<file path="src/rtl/cache_trace_stats.sv">
// cache_trace_stats: per-channel cache access tracer. Each channel classifies
// new accesses as hit/miss, times miss service with a two-state FSM and keeps
// saturating event counters. Counters are read through a registered mux.
module cache_trace_stats #(
  parameter int NCH    = 2,
  parameter int ADDR_W = 16,
  parameter int CNT_W  = 16,
  parameter int LAT_W  = 8,
  localparam int RD_W  = (NCH > 1) ? $clog2(NCH) : 1
) (
  input  logic                  clk,
  input  logic                  rst,
  input  logic [NCH-1:0]        enable,
  input  logic                  halt,
  input  logic                  clr,
  input  logic [NCH*ADDR_W-1:0] addr,
  input  logic [NCH-1:0]        stall,
  output logic [NCH-1:0]        req,
  output logic [NCH-1:0]        hit,
  output logic [NCH-1:0]        miss,
  output logic [NCH-1:0]        busy,
  input  logic [RD_W-1:0]       rd_ch,
  input  logic [1:0]            rd_sel,
  output logic [CNT_W-1:0]      rd_data
);

  typedef enum logic {IDLE = 1'b0, MISS = 1'b1} state_t;

  logic                   halted_reg;
  logic [NCH*CNT_W-1:0]   req_cnt_flat;
  logic [NCH*CNT_W-1:0]   miss_cnt_flat;
  logic [NCH*CNT_W-1:0]   stall_cnt_flat;
  logic [NCH*LAT_W-1:0]   max_lat_flat;
  logic [CNT_W-1:0]       rd_data_next;
  logic [CNT_W-1:0]       rd_data_reg;

  // Sticky freeze: once the core halts, tracing stays frozen until reset.
  always_ff @(posedge clk) begin
    if (rst) halted_reg <= 1'b0;
    else if (halt) halted_reg <= 1'b1;
  end

  genvar gi;
  generate
    for (gi = 0; gi < NCH; gi++) begin : g_ch
      logic [ADDR_W-1:0] addr_cur;
      logic [ADDR_W-1:0] addr_d_reg;
      logic              rst_d_reg;
      state_t            state_reg, state_next;
      logic [LAT_W-1:0]  lat_reg, lat_next;
      logic [LAT_W-1:0]  max_lat_reg, max_lat_next;
      logic [CNT_W-1:0]  req_cnt_reg, req_cnt_next;
      logic [CNT_W-1:0]  miss_cnt_reg, miss_cnt_next;
      logic [CNT_W-1:0]  stall_cnt_reg, stall_cnt_next;
      logic              track, chg, req_c, hit_c, miss_c;

      assign addr_cur = addr[gi*ADDR_W +: ADDR_W];

      // Access classification; the first cycle after reset always counts as
      // a new access, and nothing is classified while a miss is outstanding.
      always_comb begin
        track  = ~rst & enable[gi] & ~halted_reg & ~halt;
        chg    = (addr_cur != addr_d_reg);
        req_c  = (state_reg == IDLE) & track & (rst_d_reg | chg);
        hit_c  = req_c & ~stall[gi];
        miss_c = req_c & stall[gi];
      end

      // Miss FSM, latency timing and saturating counters; clr overrides all.
      always_comb begin
        state_next     = state_reg;
        lat_next       = lat_reg;
        max_lat_next   = max_lat_reg;
        req_cnt_next   = req_cnt_reg;
        miss_cnt_next  = miss_cnt_reg;
        stall_cnt_next = stall_cnt_reg;
        case (state_reg)
          IDLE: begin
            if (miss_c) begin
              state_next = MISS;
              lat_next   = LAT_W'(1);
            end
          end
          MISS: begin
            if (!track) begin
              state_next = IDLE;
            end else if (stall[gi]) begin
              if (!(&lat_reg)) lat_next = lat_reg + LAT_W'(1);
            end else begin
              state_next = IDLE;
              if (lat_reg > max_lat_reg) max_lat_next = lat_reg;
            end
          end
          default: state_next = IDLE;
        endcase
        if (req_c && !(&req_cnt_reg)) req_cnt_next = req_cnt_reg + CNT_W'(1);
        if (miss_c && !(&miss_cnt_reg)) miss_cnt_next = miss_cnt_reg + CNT_W'(1);
        if (track && stall[gi] && !(&stall_cnt_reg))
          stall_cnt_next = stall_cnt_reg + CNT_W'(1);
        if (clr) begin
          state_next     = IDLE;
          lat_next       = '0;
          max_lat_next   = '0;
          req_cnt_next   = '0;
          miss_cnt_next  = '0;
          stall_cnt_next = '0;
        end
      end

      // Channel state registers; address history is tracked even when idle
      // or disabled so that re-enabling does not see a stale change.
      always_ff @(posedge clk) begin
        if (rst) begin
          addr_d_reg    <= '0;
          rst_d_reg     <= 1'b1;
          state_reg     <= IDLE;
          lat_reg       <= '0;
          max_lat_reg   <= '0;
          req_cnt_reg   <= '0;
          miss_cnt_reg  <= '0;
          stall_cnt_reg <= '0;
        end else begin
          addr_d_reg    <= addr_cur;
          rst_d_reg     <= 1'b0;
          state_reg     <= state_next;
          lat_reg       <= lat_next;
          max_lat_reg   <= max_lat_next;
          req_cnt_reg   <= req_cnt_next;
          miss_cnt_reg  <= miss_cnt_next;
          stall_cnt_reg <= stall_cnt_next;
        end
      end

      assign req[gi]  = req_c;
      assign hit[gi]  = hit_c;
      assign miss[gi] = miss_c;
      assign busy[gi] = (state_reg == MISS) & ~rst;

      assign req_cnt_flat[gi*CNT_W +: CNT_W]   = req_cnt_reg;
      assign miss_cnt_flat[gi*CNT_W +: CNT_W]  = miss_cnt_reg;
      assign stall_cnt_flat[gi*CNT_W +: CNT_W] = stall_cnt_reg;
      assign max_lat_flat[gi*LAT_W +: LAT_W]   = max_lat_reg;
    end
  endgenerate

  // Readout select; a channel index with no matching channel reads zero.
  always_comb begin
    rd_data_next = '0;
    for (int i = 0; i < NCH; i++) begin
      if (rd_ch == RD_W'(i)) begin
        case (rd_sel)
          2'd0:    rd_data_next = req_cnt_flat[i*CNT_W +: CNT_W];
          2'd1:    rd_data_next = miss_cnt_flat[i*CNT_W +: CNT_W];
          2'd2:    rd_data_next = stall_cnt_flat[i*CNT_W +: CNT_W];
          default: rd_data_next = CNT_W'(max_lat_flat[i*LAT_W +: LAT_W]);
        endcase
      end
    end
  end

  // Registered read port.
  always_ff @(posedge clk) begin
    if (rst) rd_data_reg <= '0;
    else rd_data_reg <= rd_data_next;
  end

  assign rd_data = rd_data_reg;

endmodule

</file>
<file path="config.mk">
export PLATFORM = sky130hd
export DESIGN_NAME = cache_trace_stats
export DESIGN_NICKNAME = d
export VERILOG_FILES = /design/src/rtl/cache_trace_stats.sv
export SDC_FILE = /design/constraint.sdc
export NUM_CORES = 1
export LEC_CHECK = 0
export CAP_MARGIN = 20
export CORE_MARGIN = 5
export CORE_UTILIZATION = 40
export DETAILED_ROUTE_END_ITERATION = 10
export PLACE_DENSITY = 0.63
export SLEW_MARGIN = 20
export SYNTH_ARGS = -nofsm -noshare
export SYNTH_HDL_FRONTEND = slang
export SYNTH_SLANG_ARGS = --single-unit
</file>
<file path="constraint.sdc">
create_clock -name clk -period 3.85 [get_ports clk]
set_input_delay 1.155 -clock clk [delete_from_list [all_inputs] [get_ports clk]]
set_output_delay 1.155 -clock clk [all_outputs]
set_load 0.03 [all_outputs]
</file>
==> flow_metrics.tcl, run 1 <==
set metrics [dict create \
    cp.arrival_ns 2.63 \
    overflow 0 \
    totalWireLength_um 25320 \
    antenna_cells 0 \
    cts.root.buffer_cell "clkbuf_16" \
    synthFlopType "dfxtp_1" \
    firstDrtPassIters 5 \
    preCtsSetupSlack_ns -0.6362 \
    grt_max_degree 50 \
    routed_via_density 5.688 \
    holdCritPathClass "flop to flop" \
    final_util_pct 48.30 \
    die_height_um 164.7 \
    io_pins 67 \
    max-slew-margin-rel_pct 47.04 \
    antenna_found_initial 1 \
    netlist.area_leader.share_pct 37.67 \
    die_w_um 164.7 \
    ys_seq_area_share_pct 37.67 \
    outcome "complete, no violations" \
    max_freq_mhz 264.2 \
    min_period_over_period_pct 98.33 \
    cts_made_buffers 17 \
    hold_viol 0 \
    fin_skew_ns 0.01119 \
    final_cells 1502 \
    netlist_top_cells_count "180 x dfxtp_1, 115 x nand2_1, 79 x nor2_1" \
    crit_path_max_fanout 4 \
    worstSetupPathType "input pin to primary output" \
    die_area_sq_um 27110 \
    netlist_area_sq_um 9567 \
    nets 1237 \
    seqCellArea_sq_um 3603 \
    crit_path_end_kind "primary output" \
    synth_fp_nets 1175 \
    grt_use_total_pct 18.73 \
    p_leak_nw 4.108 \
    power.density_nw_per_um2 357.2 \
    rows 56 \
    vdd_ir_drop_max_uv 248.9 \
    maxSlewViolCount 0 \
    io_buffers 66 \
    dp_hpwl_um 18050 \
    synth_area_leaders "dfxtp_1 38%, mux2i_1 6.0%, nand2_1 4.5%" \
    vias 8543 \
    cp-start-kind "input pin" \
    drt_iter0_markers 558 \
    met3_length_um 1425 \
    syn_avg_cell_area_sq_um 8.634 \
    synth_seq_cells 180 \
    grt_pass1_wl_um 40650 \
    wl_met2_um 11470 \
    fin_area_sq_um 11370 \
    syn_inst 1108 \
    fin_tns_setup_ns 0 \
    synth_warnings 0 \
    cp_data_required_time_ns 2.69 \
    coreArea_sq_um 23540 \
    min_period_ns 3.786 \
    initial_utilization_pct 40.64 \
    drcViolationCount 0 \
    grt_pass1_vias 7914 \
    synth_async_sr_flop_share_pct 0 \
    synthDistinctLibCells 51 \
    areaGrowthSynthToFinish_pct 18.86 \
    yosysMostFrequentCell "dfxtp_1" \
    top_layer "met4" \
    place_congestion 0.8440 \
    placed_area_sq_um 10640 \
    clock_latency_ns 0.43 \
    worst_pin_slew_ns 0.7945 \
    synth_top_cell_by_area "dfxtp_1" \
    fin_ws_ns 0.06442 \
    wire_per_inst_um 16.86 \
    synth-edff-count 0 \
    drtAntennaViolNets 0 \
    cts.path.max_buffers 2 \
    cts_sinks 180 \
    maxCapViolations 0 \
    fill_cells 2336 \
    htree_levels 4 \
    finalSetupViolations 0 \
    place_inst 1465 \
    wl_met1_um 11820 \
    cts_hold_buf 0 \
    clk_pin_slew_ns 0.07 \
    multi_input_area_sq_um 5615 \
    drive_gt1_share_pct 11.33 \
    cts_tree "yes" \
]
final cells by class:
class / instances / area share [%]
clock buffer: 20 / 4.104
timing repair buffer: 110 / 8.748
inverter: 31 / 1.023
multi-input combinational: 830 / 49.38
clock inverter: 12 / 1.540
sequential: 180 / 31.69
tap: 319 / 3.510
layout by cell type, fill, tap and decap left out, types with 8 or more instances in the layout:
cell	Yosys	final
xor2_1	31	31
o221a_2	8	8
mux2i_1	57	57
o21a_1	9	9
nand3_1	51	51
a21oi_1	49	48
nor3_1	25	23
dfxtp_1	180	180
xnor2_1	27	27
dlygate4sd2_1	0	10
a32oi_1	8	8
or3_1	48	47
nor2b_1	34	34
dlymetal6s2s_1	0	10
ha_1	24	24
mux4_2	16	16
o211ai_1	27	27
or4_1	20	20
clkdlybuf4s50_1	0	31
buf_4	6	47
and3_1	32	32
and4_1	15	15
clkbuf_16	0	17
o31ai_1	14	14
nand4_1	38	38
nor4_1	14	14
nor2_1	79	77
inv_1	31	30
nand2_1	115	115
o21ai_0	39	38
cells by family after synthesis:
group / count (synthesis) / synth area share, %
fa+ha+maj: 24 / 3.139
compound gates: 181 / 12.61
flops: 180 / 37.67
simple gates: 494 / 27.41
mux: 73 / 9.731
buf+inv: 98 / 4.133
xor+xnor: 58 / 5.310
critical path, cell delays in order:
cell             delay [ns]
clkdlybuf4s50_1        0.48
xnor2_1                0.15
nand4_1                0.12
nor3_2                 0.19
and2_4                 0.18
nand2b_4               0.14
nor2_1                 0.05
buf_4                  0.16
layer usage:
metal,up-vias,GRT usage [%]
met1,4105,24.98
li1,4167,-
met5,-,0
met4,0,6.881
met3,41,4.068
met2,230,29.89
metrics by stage:
stage                     power, mW  hold WS (ns)
after floorplan               2.092        0.4492
after global placement        2.204        0.4673
after detailed placement      2.206        0.4865
after CTS                     4.093        0.4967
after global routing          4.191        0.5156
final                         4.061        0.4900
repair_timing:
item	in CTS	in global routing
buffers inserted	1	4
pin swaps	8	16
endpoints found under the setup margin	6	6
resized for setup	51	25
endpoints found under the hold margin	0	0
final timing paths:
check / start / to / slack [ns] / cells past startpoint
setup / recovery: addr[0] / miss[0] / 0.06 / 8
hold / removal: g_ch[0].req_cnt_reg[4] / g_ch[0].req_cnt_reg[4] / 0.49 / 2
setup reg to reg: halted_reg / g_ch[1].stall_cnt_reg[9] / 1.46 / 7
hold reg to reg: g_ch[0].req_cnt_reg[4] / g_ch[0].req_cnt_reg[4] / 0.49 / 2
power by group:
group	switching (mW)	internal (mW)	leakage, nW
Clock	0.762	1.14	0.308
Sequential	0.0123	1.88	1.46
Combinational	0.144	0.120	2.34
(Power assumes the default switching activity.)
==> run 2: changes to the inputs <==
- MAX_ROUTING_LAYER: unset -> met4
==> run 2 against run 1 <==
- combinational power barely moved
- register-to-register slack barely moved
- clock power barely moved
- sequential share of layout area barely moved
- setup slack improved by 0.0040 ns
- non-clock buffer count did not move
- critical endpoint unchanged
- final area barely moved
- via count rose by 0.59%
- critical path type unchanged
- first-iteration DRC count rose by 17%
==> flow_metrics.tcl, run 2 (synthesis gave the netlist of run 1 again) <==
set metrics [dict create \
    crit_path_end_kind "primary output" \
    drcViolationCount 0 \
    fin_tns_setup_ns 0 \
    total_power_mw 4.058 \
    initial_utilization_pct 40.64 \
    min_period_ns 3.782 \
    drt_iter0_markers 653 \
    hold_viol 0 \
    die_height_um 164.7 \
    coreArea_sq_um 23540 \
    firstDrtPassIters 5 \
    fin_skew_ns 0.01184 \
    clk_pin_slew_ns 0.07 \
    cts_made_buffers 17 \
    routed_via_density 5.717 \
    crit_path_max_fanout 4 \
    overflow 0 \
    clock_latency_ns 0.43 \
    final_cells 1503 \
    grt_max_degree 50 \
    crit_family "simple AND/OR/NAND/NOR gates" \
    dp_hpwl_um 18050 \
    cts.path.max_buffers 2 \
    die_area_sq_um 27110 \
    power.density_nw_per_um2 356.8 \
    slowest_stage "clkdlybuf4s50_1" \
    layout_commonest_cell "dfxtp_1" \
    vias 8593 \
    cts_tree "yes" \
    slowest_delay_ns 0.48 \
    fill_cells 2335 \
    outcome "complete, no violations" \
    place_inst 1465 \
    cp.buffers_inverters 2 \
    die_w_um 164.7 \
    cts.root.buffer_cell "clkbuf_16" \
    grt_pass1_vias 7935 \
    cts_hold_buf 0 \
    cp-start-kind "input pin" \
    place_congestion 0.8572 \
    htree_levels 4 \
    cts_sinks 180 \
    cp_data_required_time_ns 2.69 \
    grt_use_total_pct 19.25 \
    placed_area_sq_um 10640 \
    final_util_pct 48.31 \
    max-slew-margin-rel_pct 47.84 \
    finalSetupViolations 0 \
    areaGrowthSynthToFinish_pct 18.89 \
    worst_pin_slew_ns 0.7824 \
    holdCritPathClass "flop to flop" \
    p_leak_nw 4.108 \
    max_freq_mhz 264.4 \
    min_period_over_period_pct 98.22 \
    fin_hold_ws_ns 0.4897 \
    grt_pass1_wl_um 40580 \
    nets 1237 \
    vdd_ir_drop_max_uv 245.2 \
    wire_per_inst_um 16.86 \
    maxCapViolations 0 \
    preCtsSetupSlack_ns -0.6362 \
    drtAntennaViolNets 0 \
    maxSlewViolCount 0 \
    io_pins 67 \
    drive_gt1_share_pct 11.33 \
    rows 56 \
    worstSetupPathType "input pin to primary output" \
    fin_ws_ns 0.06845 \
    io_buffers 66 \
    totalWireLength_um 25340 \
    layout_common_cells "180 x dfxtp_1, 115 x nand2_1, 77 x nor2_1" \
    cp_cell_sequence "clkdlybuf4s50_1 > xnor2_1 > nand4_1 > nor3_2 > and2_4 > nand2b_4 > nor2_1 > buf_4" \
    cp.arrival_ns 2.63 \
    fin_area_sq_um 11370 \
    antenna_found_initial 1 \
]
## run 2: cell count changes in the layout (fill, tap and decap cells not counted)
| cell | delta |
|---|---|
| diode_2 | +1 |
## run 2: metal layers
metal | track usage [%] | vias up | wire, um
met5 | - | - | 0
met4 | 6.881 | 0 | 556
met3 | 3.619 | 35 | 1411
met2 | 30.00 | 245 | 11540
met1 | 25.12 | 4142 | 11830
li1 | - | 4171 | -
## run 2: worst reg2reg max path: cells and delay by family (launching register included)
family / cells / cell delay [ns]
simple gates: 4 / 1.48
flops: 1 / 0.37
compound gates: 2 / 0.26
buf+inv: 1 / 0.21
## run 2: path summary, 6_finish.rpt
kind	cells after the start	slack (ns)	end	startpoint
worst min register to register	2	0.49	g_ch[0].req_cnt_reg[4]	g_ch[0].req_cnt_reg[4]
worst max-delay path	8	0.07	miss[0]	addr[0]
worst min-delay path	2	0.49	g_ch[0].req_cnt_reg[4]	g_ch[0].req_cnt_reg[4]
worst max register to register	7	1.47	g_ch[1].stall_cnt_reg[9]	halted_reg
## run 2: repair_timing
action,in CTS,in global routing
gates resized for setup,51,25
pin swaps,8,16
buffers inserted,1,4
setup endpoints to repair,6,6
## run 2: area by class of cell
cell class / count / area, sq um / area share [%]
flip-flops and latches: 180 / 3603 / 31.68
repair buffers: 110 / 994.7 / 8.746
clock buffers: 20 / 466.7 / 4.103
clock inverters: 12 / 175.2 / 1.540
multi-input cells: 830 / 5615 / 49.37
inverters: 31 / 116.4 / 1.023
well taps: 319 / 399.1 / 3.509
diodes: 1 / 2.502 / 0.02200
## run 2: power by group
part / leakage [nW] / internal [mW] / switching (mW) / total, mW
logic: 2.34 / 0.120 / 0.144 / 0.264
registers: 1.46 / 1.88 / 0.0123 / 1.90
clock network: 0.308 / 1.14 / 0.758 / 1.90
total: 4.11 / 3.14 / 0.914 / 4.06
==> run 3: changes to the inputs <==
- CORE_ASPECT_RATIO: unset -> 0.6
- CORE_MARGIN: 5 -> unset
==> run 3 against run 2 <==
- clock-buffer cell count grew 3
- sequential power is essentially flat
- critical path depth grew 1
- final area shrank 0.18%
- wire length grew 5.6%
- highest routed layer unchanged
- die area shrank 9.4%
- clock skew grew 0.0016 ns
- critical path type unchanged
- power shrank 4.5%
==> flow_metrics.tcl, run 3 (synthesis gave the netlist of run 1 again) <==
set metrics [dict create \
    grt_use_total_pct 22.96 \
    cp_num_cells 9 \
    wl_met1_um 13980 \
    nets 1241 \
    vias 8537 \
    clk_pin_slew_ns 0.06 \
    layout_common_cells "180 x dfxtp_1, 115 x nand2_1, 76 x nor2_1" \
    top_layer "met4" \
    max-slew-margin-rel_pct 37.01 \
    cp.buffers_inverters 4 \
    die_area_sq_um 24560 \
    grt_pass1_wl_um 42720 \
    cts_hold_buf 0 \
    worstSetupPathType "input pin to primary output" \
    multi_input_area_sq_um 5662 \
    slowest_delay_ns 0.28 \
    seqCellArea_sq_um 3603 \
    cts.root.buffer_cell "clkbuf_16" \
    finalSetupViolations 0 \
    coreArea_sq_um 23300 \
    fill_cells 2231 \
    worst_pin_slew_ns 0.9377 \
    grt_pass1_vias 7714 \
    crit_path_end_kind "primary output" \
    switching_share_pct 23.67 \
    initial_utilization_pct 41.07 \
    dp_hpwl_um 19690 \
    cp_data_required_time_ns 2.69 \
    hold_viol 0 \
    outcome "complete, no violations" \
    worstReg2RegStart "halted_reg" \
    cts_sinks 180 \
    place_congestion 0.9198 \
    min_period_ns 3.793 \
    min_period_over_period_pct 98.51 \
    seq_power_share_pct 49.0 \
    drtAntennaViolNets 0 \
    slowest_stage "nor4_2" \
    r2r_cells 7 \
    met3_length_um 2225 \
    hold_depth 2 \
    crit_path_max_fanout 2 \
    comb_power_share_pct 7.1 \
    cts_made_buffers 17 \
    internal_power_mw 2.960 \
    grt_max_degree 66 \
    cp_cell_sequence "dlygate4sd2_1 > xor2_1 > nor4_2 > buf_4 > nand3_4 > o21ai_4 > inv_2 > and2_1 > buf_6" \
    fin_skew_ns 0.01347 \
    maxSlewViolCount 0 \
    die_height_um 121.8 \
    cp-start-kind "input pin" \
    max_freq_mhz 263.7 \
    cp.arrival_ns 2.64 \
    firstDrtPassIters 5 \
    crit_family "buffers and inverters" \
    clock_latency_ns 0.44 \
    vdd_ir_drop_max_uv 296.0 \
    fin_tns_setup_ns 0 \
    startpoint "addr[29]" \
    io_buffers 66 \
    routed_via_density 5.691 \
    switching_power_mw 0.9177 \
    areaGrowthSynthToFinish_pct 18.68 \
    htree_levels 4 \
    rows 43 \
    cts.path.max_buffers 2 \
    wl_met2_um 10340 \
    maxCapViolations 0 \
    p_leak_nw 4.049 \
    hp-start "g_ch[1].req_cnt_reg[5]" \
    antenna_cells 0 \
    drcViolationCount 0 \
    placed_area_sq_um 10720 \
    holdCritPathClass "flop to flop" \
    fin_area_sq_um 11350 \
    wire_per_inst_um 17.84 \
    power.density_nw_per_um2 341.5 \
    drt_iter0_markers 755 \
    antenna_found_initial 0 \
    drive_gt1_share_pct 11.65 \
    totalWireLength_um 26760 \
    layout_commonest_cell "dfxtp_1" \
    cts_tree "yes" \
    die_w_um 201.7 \
    io_pins 67 \
    overflow 0 \
    p_clk_share_pct 44.0 \
]
-- run 3: changes by cell type in the layout (fill, tap and decap cells not counted), sizes merged, moves of 3 or more --
cell           change
dlygate4sd2       +19
clkbuf             +3
dlymetal6s2s       -9
clkdlybuf4s50      -6
bufinv             -3
-- run 3: worst min-delay path: stages, from the launching register on --
cell and delay [ns]:
dfxtp_1 0.33, nand2_1 0.06, mux2i_1 0.05
-- run 3: power by group through the flow --
stage	logic (mW)	registers (mW)	clock network [mW]
6_report	0.275	1.90	1.70
5_1_grt	0.297	1.90	1.81
4_1_cts	0.272	1.90	1.74
3_5_place_dp	0.277	1.94	0
3_3_place_gp	0.274	1.94	0
2_1_floorplan	0.148	1.94	0
-- run 3: stage by stage --
stage | setup slack [ns] | total power [mW] | hold slack [ns] | cells | utilization, %
final | 0.05724 | 3.877 | 0.4913 | 1500 | 48.74
after detailed placement | -0.6500 | 2.217 | 0.4750 | 1468 | 46.03
after global routing | -0.001934 | 4.011 | 0.5173 | 1500 | 48.74
after global placement | -0.6656 | 2.214 | 0.4677 | 1468 | 46.03
after floorplan | 0.1855 | 2.092 | 0.4492 | 1108 | -
after CTS | 0.002595 | 3.911 | 0.4878 | 1499 | 48.62
-- run 3: path summary, 6_finish.rpt --
kind | to | slack (ns)
setup / recovery | miss[1] | 0.06
hold / removal | g_ch[1].req_cnt_reg[5] | 0.49
setup reg to reg | g_ch[1].stall_cnt_reg[11] | 1.45
hold reg to reg | g_ch[1].req_cnt_reg[5] | 0.49
-- run 3: timing repair --
action,4_1_cts,5_1_grt
buffers inserted,1,1
cloned,0,0
pin swaps,17,7
setup endpoints to repair,6,6
gates resized for setup,54,8
hold endpoints to repair,0,0
-- run 3: routing by layer --
layer,up-vias,global-route usage (%)
li1,4185,-
met1,4053,35.25
met2,284,29.14
met3,15,5.431
met4,0,5.540
met5,-,-
-- run 3: layout make-up --
class,instances,share of cell area (%)
multi-input cells,830,49.87
flip-flops and latches,180,31.74
clock inverters,7,0.6502
inverters,31,1.025
clock buffers,23,4.298
well taps,315,3.471
repair buffers,114,8.949
==> RTL change 1, RTL diff (settings of run 2) <==
Change the parameter `NCH` from 2 to 4.
--- a/src/rtl/cache_trace_stats.sv
+++ b/src/rtl/cache_trace_stats.sv
@@ -4,3 +4,3 @@
 module cache_trace_stats #(
-  parameter int NCH    = 2,
+  parameter int NCH    = 4,
   parameter int ADDR_W = 16,
Interface: changed (8 resized); port bits go from 67 to 112. No check against the original RTL was run, so the function may have changed too.
==> RTL change 1 against run 2 <==
  * Setup slack worse by 0.0089 ns
  * Worst hold slack worse by 0.013 ns
  * Critical path depth is 1 lower
  * Sequential share of layout area is 0.10 points lower
  * Clock skew is 0.010 ns higher
  * Die area is 83% higher
  * Total power is 100% higher
  * Wire length is 100% higher
  * Sequential cell count is 162 higher
  * Area after synthesis is 89% higher
  * Design area is 91% higher
  * Combinational power is 99% higher
  * Final cell count is 87% higher
  * Global-route usage is 1.1 points higher
  * Highest routed layer unchanged
==> RTL change 1: results (changes against run 2) <==
Run status
  – Status: completed

Drt
  – Vias per Instance: 5.704 (-0.23%)
  – Met1 WL: 22.95 mm (+94%)
  – Initial DRC Count: 1221 (+87%)

Global route
  – GRT Total Usage: 0.2038 (+0.01125)
  – Initial antenna violation count: 3 (+2)
  – Met2 Use GR: 0.3122 (+0.01221)
  – Vias in the first global route: 14890 (+88%)
  – GR Util met3: 0.03409 (-0.002100)

Placement
  – Area after DPL: 20000 µm² (+88%)
  – Detailed placer's ending HPWL: 37.01 mm (+110%)
  – Final GP Congestion: 0.9378 (+9.4%)

Critical path
  – Setup crit start: enable[2]
  – R2R depth: 9 (+2)
  – Critical path endpoint: hit[2]
  – R2r setup slk: 1.32 ns (-0.15 ns)

Synth
  – Post-synth top cells: 342 x dfxtp_1, 196 x nand2_1, 135 x nor2_1
  – Largest cells by area after synthesis: dfxtp_1 38%, mux2i_1 5.8%, mux4_2 5.0%
  – Mux cell area share after synthesis: 0.1079 (+0.01060)
  – Unique masters post-synth: 62 (+22%)
  – Syn nets: 2202 (+87%)
  – Adder-Cell Fraction of Synth Area: 0.03320 (+0.001813)

Min path
  – Hold_sp: g_ch[1].max_lat_reg[5]

Clock network
  – H-tree Lvls: 2 (-2)
  – Num CTS Buffers: 39 (+22)
  – Clk Latency, worst-skew pair: 0.57 ns (+0.14 ns)

STA
  – Slew headroom: 0.3097 (-0.1686)

Final layout
  – # fillers: 4311 (+85%)

Pwr
  – P_leak: 7.515 nW (+83%)
  – Peak VDD IR: 0.0002743 V (+12%)
[RTL change 1: cell types whose count changed after synthesis, sizes merged, moves of 40 or more]
cell           run 2  this run
mux2i             57       105
nand2            115       196
nor2b             34        89
a21oi             49       134
clkbuf            45        85
nand3             51       107
dfxtp            180       342
nor2              79       135
[RTL change 1: where the power goes]
part	leakage, nW	internal [mW]	switching (mW)
Sequential	2.77	3.58	0.0255
Combinational	4.04	0.225	0.300
Clock	0.701	2.55	1.56
Total	7.51	6.36	1.89
[RTL change 1: timing repair]
| item | in CTS | in global routing |
|---|---|---|
| gates cloned | 0 | 0 |
| buffers inserted | 11 | 3 |
| setup endpoints to repair | 11 | 12 |
| endpoints found under the hold margin | 0 | 0 |
| pin swaps | 34 | 33 |
| gates resized for setup | 68 | 41 |
[RTL change 1: worst max-delay path, stage by stage]
cell and delay [ns]:
clkdlybuf4s50_1 0.53, nor4b_4 0.22, buf_4 0.18, nor2b_4 0.17, o21ai_4 0.10, nor2_1 0.11, buf_4 0.17
[RTL change 1: stage by stage]
| stage | instances | util | hold WS, ns | setup WS [ns] | total power, mW |
|---|---|---|---|---|---|
| floorplan | 2074 | - | 0.4446 | 0.004646 | 3.973 |
| global placement | 2731 | 0.4436 | 0.4621 | -0.3834 | 4.200 |
| detailed placement | 2731 | 0.4436 | 0.4729 | -0.3947 | 4.206 |
| CTS | 2811 | 0.4779 | 0.4815 | 0.0002973 | 8.327 |
| global route | 2815 | 0.4809 | 0.5085 | -0.01608 | 8.522 |
| finish | 2815 | 0.4809 | 0.4764 | 0.05959 | 8.250 |
[RTL change 1: area by class of cell]
type	instances	share of cell area
antenna	1	0.0001154
clock buffer	53	0.05257
clock inverter	17	0.01316
inverter	64	0.01108
multi-input combinational	1541	0.4902
sequential	342	0.3158
tap	600	0.03463
timing repair buffer	197	0.08241
==> RTL change 2, RTL diff (config.mk and constraints of run 2) <==
Without the edit above. Reset style: asynchronous (`rst`), changed in 3 clocked blocks.
--- a/src/rtl/cache_trace_stats.sv
+++ b/src/rtl/cache_trace_stats.sv
@@ -37,3 +37,3 @@
   // Sticky freeze: once the core halts, tracing stays frozen until reset.
-  always_ff @(posedge clk) begin
+  always_ff @(posedge clk or posedge rst) begin
     if (rst) halted_reg <= 1'b0;
@@ -111,3 +111,3 @@
       // or disabled so that re-enabling does not see a stale change.
-      always_ff @(posedge clk) begin
+      always_ff @(posedge clk or posedge rst) begin
         if (rst) begin
@@ -161,3 +161,3 @@
   // Registered read port.
-  always_ff @(posedge clk) begin
+  always_ff @(posedge clk or posedge rst) begin
     if (rst) rd_data_reg <= '0;
Function: differs if rst is asserted again (counterexample within 4 cycles, from zero or initial values and one cycle with rst high); with rst held inactive, the same outputs for 4 cycles.
==> RTL change 2 against run 2 <==
  * Wire length fell by 5.7%
  * Setup slack lost 0.030 ns
  * First-iteration DRC count decreased by 7.8%
  * Register-to-register slack worse by 0.20 ns
  * Sequential cell count is the same
  * Maximum frequency shrank 0.78%
  * Largest cell class unchanged
  * Design area rose by 4.2%
  * Total power is 1.1% lower
  * Area after synthesis up 5.3%
==> RTL change 2: results (changes against run 2) <==
Run status
  – Status: completed

STA
  – Clock skew: 0.01238 ns (+0.0005320 ns)
  – Slew headroom: 0.4014 (-0.07697)
  – Worst setup margin: 0.03870 ns (-0.02975 ns)

Drt
  – Vias per Instance: 5.435 (-4.9%)
  – Initial DRC Count: 602 (-7.8%)
  – Met3 WL post-DR: 977 µm (-31%)
  – Drt wl/cell: 16.59 µm (-1.6%)
  – WL met2: 11.05 mm (-4.2%)

Final layout
  – Fin nets: 1164 (-5.9%)
  – # fillers: 2365 (+1.3%)
  – #MultiIn Comb: 754 (-9.2%)
  – Non-clk bufs: 101 (-8.2%)
  – Non-clock buffer share: 0.07668 (-0.01078)
  – Multi-input gate share of the layout cell area: 0.4425 (-0.05119)
  – Layout cell share with drive strength beyond 1: 0.1351 (+0.02186)
  – ClkCell Share: 0.05165 (-0.004788)
  – Sequential share of cell area: 0.3803 (+0.06350)
  – # clk buffers: 17 (-15%)

Global route
  – GR Util met3: 0.03550 (-0.0006892)
  – First-pass GRT wire length: 40.04 mm (-1.3%)
  – Initial antenna violation count: 0 (-1)
  – Largest net degree at the start of global routing: 157 (+210%)
  – GRT Total Usage: 0.1776 (-0.01495)
  – Met2 Use GR: 0.2629 (-0.03712)

Synth
  – Syn nets: 1095 (-6.8%)
  – Async SR Flop Fraction: 1.000 (+1.000)
  – Unique masters post-synth: 72 (+41%)
  – Largest cells by area after synthesis: dfrtp_1 44%, xor2_1 4.2%, a21oi_1 3.7%
  – Adder-Cell Fraction of Synth Area: 0.02980 (-0.001586)
  – Post-synth top cells: 179 x dfrtp_1, 95 x nor2_1, 74 x a21oi_1
  – Seq/Total Area, Yosys: 0.4472 (+0.07050)
  – Compound-gate portion of the synthesized area: 0.1150 (-0.01109)
  – Mux cell area share after synthesis: 0.08891 (-0.008395)
  – Most used DFF post-synth: dfrtp_1
  – Post-synthesis xor/xnor area fraction: 0.05476 (+0.001663)

Critical path
  – WP data arrival: 2.66 ns (+0.03 ns)
  – R2r endpoint: g_ch[1].miss_cnt_reg[12]
  – CP delay by family, top: buffers and inverters
  – Setup crit start: addr[17]
  – Critical path endpoint: hit[1]
  – R2r setup slk: 1.27 ns (-0.20 ns)

Pwr
  – P_leak: 4.880 nW (+19%)
  – Peak VDD IR: 0.0002072 V (-16%)
  – Psw: 1.015 mW (+11%)
  – Combinational power share: 0.062 (-0.003)
  – Clock network power share: 0.458 (-0.010)

Min path
  – Worst Hold Endpoint: g_ch[0].stall_cnt_reg[4]
  – Hold_sp: g_ch[0].stall_cnt_reg[4]

Placement
  – Pre-CTS setup slack: -0.5701 ns (+0.06617 ns)
  – Area after DPL: 11160 µm² (+4.9%)
  – Detailed placer's ending HPWL: 16.69 mm (-7.5%)

Die
  – CORE AREA: 24960 µm² (+6.0%)
-- RTL change 2: cell count changes in the layout (fill, tap and decap cells not counted), sizes merged, moves of 22 or more --
cell           run 2  this run
o211ai            27         1
nand2            115        54
mux2i             57        28
dfrtp              0       179
o21ai             40        67
a21oi             49        75
nand2b             1        40
dfxtp            180         0
mux2               0        22
-- RTL change 2: repair_timing --
item | in CTS | in global routing
hold buffers | 0 | 0
cloned | 0 | 0
setup endpoints to repair | 6 | 6
resized for setup | 50 | 11
pin swaps | 11 | 11
buffers inserted | 1 | 1
-- RTL change 2: through the flow --
stage | hold WS, ns | cells | util
2_1_floorplan | 0.5115 | 1028 | -
3_3_place_gp | 0.5405 | 1406 | 0.4472
3_5_place_dp | 0.5478 | 1406 | 0.4472
4_1_cts | 0.5683 | 1439 | 0.4727
5_1_grt | 0.5914 | 1440 | 0.4745
6_report | 0.5635 | 1440 | 0.4745
